$ cat src/rtl/counterc_312_arb.sv
// counterc_312_arb: NREQ requesters share one counter datapath under a
// round-robin arbiter. Each granted operand is reduced to
//   popcount(c0) + 2*c1 + 4*popcount(c2)
// and flows through a LAT-deep stallable pipeline to a valid/ready output.
//
// Ports
//   clk, rst       clock, synchronous active-high reset
//   req_valid      per-requester operand valid
//   req_ready      per-requester grant, combinational in the grant cycle
//   req_c0         weight-1 bits, requester i at [2i+1:2i]
//   req_c1         weight-2 bit,  requester i at [i]
//   req_c2         weight-4 bits, requester i at [3i+2:3i]
//   out_valid      result valid
//   out_ready      downstream accepts the result
//   out_id         requester index that owns the result
//   out_sum        compressed count, 0..16
//   stat_sel       grant counter select
//   stat_cnt       registered grant count of requester stat_sel
//
// Optional feature: define COUNTERC_ARB_STATS_EN to build one saturating
// 16-bit grant counter per requester; otherwise stat_cnt is tied to zero.
module counterc_312_arb #(
  parameter int unsigned NREQ = 4,
  parameter int unsigned LAT  = 2
) (
  input  logic                      clk,
  input  logic                      rst,
  input  logic [NREQ-1:0]           req_valid,
  output logic [NREQ-1:0]           req_ready,
  input  logic [2*NREQ-1:0]         req_c0,
  input  logic [NREQ-1:0]           req_c1,
  input  logic [3*NREQ-1:0]         req_c2,
  output logic                      out_valid,
  input  logic                      out_ready,
  output logic [$clog2(NREQ)-1:0]   out_id,
  output logic [4:0]                out_sum,
  input  logic [$clog2(NREQ)-1:0]   stat_sel,
  output logic [15:0]               stat_cnt
);

  localparam int unsigned IDW = $clog2(NREQ);
  localparam int unsigned SW  = 5;
  localparam int unsigned CW  = 16;

  logic [IDW-1:0] ptr_q;
  logic           stall_c;
  logic           grant_vld_c;
  logic [IDW-1:0] grant_id_c;
  logic           hi_vld_c;
  logic [IDW-1:0] hi_id_c;
  logic           lo_vld_c;
  logic [IDW-1:0] lo_id_c;
  logic [1:0]     op_c0_c;
  logic           op_c1_c;
  logic [2:0]     op_c2_c;
  logic [SW-1:0]  sum_c;

  logic           st_vld_q [LAT];
  logic [IDW-1:0] st_id_q  [LAT];
  logic [SW-1:0]  st_sum_q [LAT];

  // Output stage is masked by rst so nothing escapes while reset is held.
  assign out_valid = st_vld_q[LAT-1] & ~rst;
  assign out_id    = rst ? '0 : st_id_q[LAT-1];
  assign out_sum   = rst ? '0 : st_sum_q[LAT-1];
  assign stall_c   = out_valid & ~out_ready;

  // Round-robin pick: lowest valid index >= ptr, else lowest valid overall (wrap).
  always_comb begin
    hi_vld_c = 1'b0;
    hi_id_c  = '0;
    lo_vld_c = 1'b0;
    lo_id_c  = '0;
    for (int i = int'(NREQ) - 1; i >= 0; i--) begin
      if (req_valid[i]) begin
        lo_vld_c = 1'b1;
        lo_id_c  = IDW'(i);
        if (IDW'(i) >= ptr_q) begin
          hi_vld_c = 1'b1;
          hi_id_c  = IDW'(i);
        end
      end
    end
    grant_id_c  = hi_vld_c ? hi_id_c : lo_id_c;
    grant_vld_c = lo_vld_c & ~stall_c & ~rst;
  end

  // One-hot accept for the granted requester.
  always_comb begin
    req_ready = '0;
    if (grant_vld_c) begin
      req_ready[grant_id_c] = 1'b1;
    end
  end

  // Operand mux for the granted requester.
  always_comb begin
    op_c0_c = '0;
    op_c1_c = 1'b0;
    op_c2_c = '0;
    for (int unsigned i = 0; i < NREQ; i++) begin
      if (IDW'(i) == grant_id_c) begin
        op_c0_c = req_c0[2*i +: 2];
        op_c1_c = req_c1[i];
        op_c2_c = req_c2[3*i +: 3];
      end
    end
  end

  // Weighted count; max 2 + 2 + 12 = 16 fits in 5 bits.
  assign sum_c = SW'(op_c0_c[0]) + SW'(op_c0_c[1]) + {3'b000, op_c1_c, 1'b0}
               + {2'b00, op_c2_c[0], 2'b00} + {2'b00, op_c2_c[1], 2'b00}
               + {2'b00, op_c2_c[2], 2'b00};

  // Round-robin pointer moves past the last winner.
  always_ff @(posedge clk) begin
    if (rst) begin
      ptr_q <= '0;
    end else if (grant_vld_c) begin
      ptr_q <= (grant_id_c == IDW'(NREQ - 1)) ? '0 : grant_id_c + IDW'(1);
    end
  end

  // Pipeline: global hold on stall, bubbles carried as st_vld_q = 0.
  always_ff @(posedge clk) begin
    if (rst) begin
      for (int unsigned i = 0; i < LAT; i++) begin
        st_vld_q[i] <= 1'b0;
        st_id_q[i]  <= '0;
        st_sum_q[i] <= '0;
      end
    end else if (!stall_c) begin
      st_vld_q[0] <= grant_vld_c;
      st_id_q[0]  <= grant_id_c;
      st_sum_q[0] <= sum_c;
      for (int unsigned i = 1; i < LAT; i++) begin
        st_vld_q[i] <= st_vld_q[i-1];
        st_id_q[i]  <= st_id_q[i-1];
        st_sum_q[i] <= st_sum_q[i-1];
      end
    end
  end

`ifdef COUNTERC_ARB_STATS_EN
  logic [CW-1:0] cnt_q [NREQ];

  // Saturating per-requester grant counters.
  always_ff @(posedge clk) begin
    if (rst) begin
      for (int unsigned i = 0; i < NREQ; i++) begin
        cnt_q[i] <= '0;
      end
    end else if (grant_vld_c && (cnt_q[grant_id_c] != {CW{1'b1}})) begin
      cnt_q[grant_id_c] <= cnt_q[grant_id_c] + CW'(1);
    end
  end

  // Registered read port; out-of-range selects read zero.
  always_ff @(posedge clk) begin
    if (rst) begin
      stat_cnt <= '0;
    end else if (32'(stat_sel) < NREQ) begin
      stat_cnt <= cnt_q[stat_sel];
    end else begin
      stat_cnt <= '0;
    end
  end
`else
  logic unused_stat_sel;

  assign unused_stat_sel = ^stat_sel;
  assign stat_cnt        = '0;
`endif

endmodule

$ cat config.mk
export PLATFORM = sky130hd
export DESIGN_NAME = counterc_312_arb
export DESIGN_NICKNAME = d
export VERILOG_FILES = /design/src/rtl/counterc_312_arb.sv
export SDC_FILE = /design/constraint.sdc
export NUM_CORES = 1
export LEC_CHECK = 0
export CAP_MARGIN = 30
export CORE_MARGIN = 5
export CORE_UTILIZATION = 37
export CTS_CLUSTER_SIZE = 8
export DETAILED_ROUTE_END_ITERATION = 8
export PLACE_DENSITY = 0.73
export REMOVE_ABC_BUFFERS = 1
export SKIP_LAST_GASP = 1
export SLEW_MARGIN = 5
export SYNTH_ARGS = -nofsm -noshare
export SYNTH_HDL_FRONTEND = slang
export SYNTH_SLANG_ARGS = --single-unit
$ cat constraint.sdc
create_clock -name clk -period 6.8 [get_ports clk]
set_input_delay 1.36 -clock clk [delete_from_list [all_inputs] [get_ports clk]]
set_output_delay 1.36 -clock clk [all_outputs]
set_load 0.03 [all_outputs]
==> impl_metrics.csv <==
group,metric,value,unit
routing,post-route-drc-count,0,
sta,setup_tns,0,ns
synth,ys_seq_elements,18,
sta,relSlewSlack,0.538,
sta,setup_ws,1.41,ns
routing,routed_via_density,4.67,
power,vdd_drop_max,0.0827,mV
critical_path,worstPathArrival,4.03,ns
sta,timing.final.crit_share,0.792,
layout,multi_input_area,673,µm²
clock_tree,htree_levels,1,
power,p_clk_frac,0.131,
critical_path,cp-end-kind,"output port",
floorplanning,die_y,69.9,µm
synth,synth_edf_count,16,
synth,ys_seq_area_frac,0.392,
grt,grt_overflow,0,
grt,grt_start_max_net_pins,17,
place,gp_congestion,0.792,
layout,num_antenna_cells,0,
floorplanning,start_util,0.388,
synth,async_reset_ff_frac,0,
clock_tree,cts_resized,0,
sta,maxSlewViolCount,0,
clock_tree,cts.sinks,18,
layout,drive_gt1_frac,0.0552,
routing,drt_iter0_markers,34,
critical_path,required,5.44,ns
status,status,"finished clean",
layout,fin_nets,223,
synth,synth.distinct_cells,36,
min_path,hp-class,"flip-flop to flip-flop",
layout,area_growth,31.7,%
layout,seq_area,520,µm²
sta,worstMarginPinSlew,0.693,ns
clock_tree,tritoncts,"built",
power,power_switching,0.142,mW
layout,nFillCells,325,
grt,antenna_found_initial,0,
critical_path,critPathKind,"input port to output port",
power,p_int,0.255,mW
floorplanning,dieArea,4880,µm²
synth,syn_area,1330,µm²
place,place_hpwl,2.19,mm
power,p_leak,0.736,nW
place,port_buffers,42,
synth,yosysWarnings,0,
routing,dr_total_vias,1061,
clock_tree,clk_latency,0.29,ns
flow_run,max_cap_viol_count,0,
grt,grt_pass1_wl,4.42,mm
sta,holdWs,0.526,ns
clock_tree,ctsHoldBuffers,0,
sta,rsz0062_at_grt,"false",
clock_tree,path_clk_slew,0.09,ns
power,p_per_area,227,nW/µm²
floorplanning,ios,61,
place,dp_slack,1.42,ns
floorplanning,core_area,3420,µm²
clock_tree,cts-buffers-inserted,3,
power,pwr-share-comb,0.480,
floorplanning,rows,21,
routing,first_pass_iters,4,
grt,grt_pass1_vias,1098,
power,p_seq_frac,0.389,
layout,final_cell_mix,"42 x clkdlybuf4s50_1, 16 x conb_1, 16 x edfxtp_1",
synth,avgSynthCellArea,9.41,µm²
critical_path,worst_setup_path_start_kind,"input port",
grt,grtUsageTotal,0.108,
synth,synth_top_area_share,0.362,
sta,setup_violations,0,
routing,ant_nets,0,
layout,final_common_cell,"clkdlybuf4s50_1",
synth,yosys.area.top_type,"edfxtp_1",
sta,fin_crit,5.39,ns
routing,routedWlPerCell,11.6,µm
routing,routed_wl,2.63,mm
sta,fmax,0.186,GHz
clock_tree,clockBufferDepth,2,
sta,final-hold-violation-count,0,
sta,fin_skew,0.00810,ns
power,power_switching_share,0.358,
clock_tree,cts-root-buf,"clkbuf_4",
synth,syn-instance-count,141,
synth,synthTopCellsByArea,"edfxtp_1 36%, buf_4 9.1%, and2_1 6.6%, ha_1 6.6%, a21oi_1 5.7%",
critical_path,path_max_fanout,13,
clock_tree,postCtsSetupRepairBufs,0,
floorplanning,die_width,69.9,µm
synth,synth_ff_type,"edfxtp_1",
## worst max-delay path, stage by stage
cell and delay, ns:
clkdlybuf4s50_1 0.54, inv_1 0.10, a221oi_1 0.52, or2_1 0.20
ha_1 0.41, and2_4 0.22, clkdlybuf4s50_1 0.66
## Yosys cell counts (2+ instances only)
master	n
buf_4	16
edfxtp_1	16
a21oi_1	15
and2_1	14
inv_1	12
nor2b_1	9
o21ai_0	9
ha_1	7
nand2_1	6
a22o_1	3
a22oi_1	3
clkbuf_1	3
nor2_1	3
dfxtp_1	2
o211ai_1	2
## sequential cells by signal, summed over array words and instances, names as in the netlist
signal and cells:
st_sum_q 10, st_id_q 4, ptr_q 2, st_vld_q 2
## kinds of logic (layout without fill, tap and decap cells)
logic type	count (synthesis)	count (layout)	share of synthesized area
AND/OR/NAND/NOR	40	40	0.190
buffers and inverters	34	59	0.142
XOR/XNOR	1	1	0.00660
flip-flops	18	18	0.392
adder cells (fa/ha/maj)	8	8	0.0811
other	1	16	0.00283
AO/OA/AOI/OAI	39	39	0.185
## power by group through the flow
stage | clock network, mW | logic [mW] | registers [mW]
2_1_floorplan | 0 | 0.135 | 0.155
3_3_place_gp | 0 | 0.184 | 0.156
3_5_place_dp | 0 | 0.190 | 0.157
4_1_cts | 0.0530 | 0.193 | 0.154
5_1_grt | 0.0576 | 0.215 | 0.157
6_report | 0.0522 | 0.191 | 0.154
## layer usage
layer	vias up	wire length, µm	share of wire	GRT usage
met5	-	0	0	0
met3	6	210	0.080	0.0230
met4	0	65	0.025	0.0660
li1	537	-	-	-
met2	49	1330	0.51	0.208
met1	469	1020	0.39	0.103
## layout make-up
class	instances	share of cell area
Multi-Input combinational cell	104	0.385
Sequential cell	18	0.298
Timing Repair Buffer	42	0.241
Clock buffer	3	0.0129
Tap cell	46	0.0330
Inverter	13	0.0279
Clock inverter	1	0.00215
## path summary, 6_finish.rpt
check	start	slack (ns)	cells after the start	endpoint
setup / recovery	req_valid[3]	1.41	7	req_ready[3]
hold / removal	st_vld_q[0][0]$_SDFFCE_PN0P_	0.53	1	st_vld_q[0][1]$_SDFFCE_PN0P_
setup reg to reg	ptr_q[1]$_SDFFE_PP0P_	3.60	11	st_sum_q[0][2]$_SDFFCE_PN0P_
hold reg to reg	st_vld_q[0][0]$_SDFFCE_PN0P_	0.53	1	st_vld_q[0][1]$_SDFFCE_PN0P_
## stage by stage
stage               power (mW)   util  std cells  instance area (µm²)
finish                   0.397  0.511        227                 1750
CTS                      0.401  0.511        227                 1750
detailed placement       0.347  0.504        223                 1720
floorplan                0.290      -        135                 1240
global placement         0.340  0.504        223                 1720
global route             0.430  0.511        227                 1750
Power figures use the tool's default switching activity.
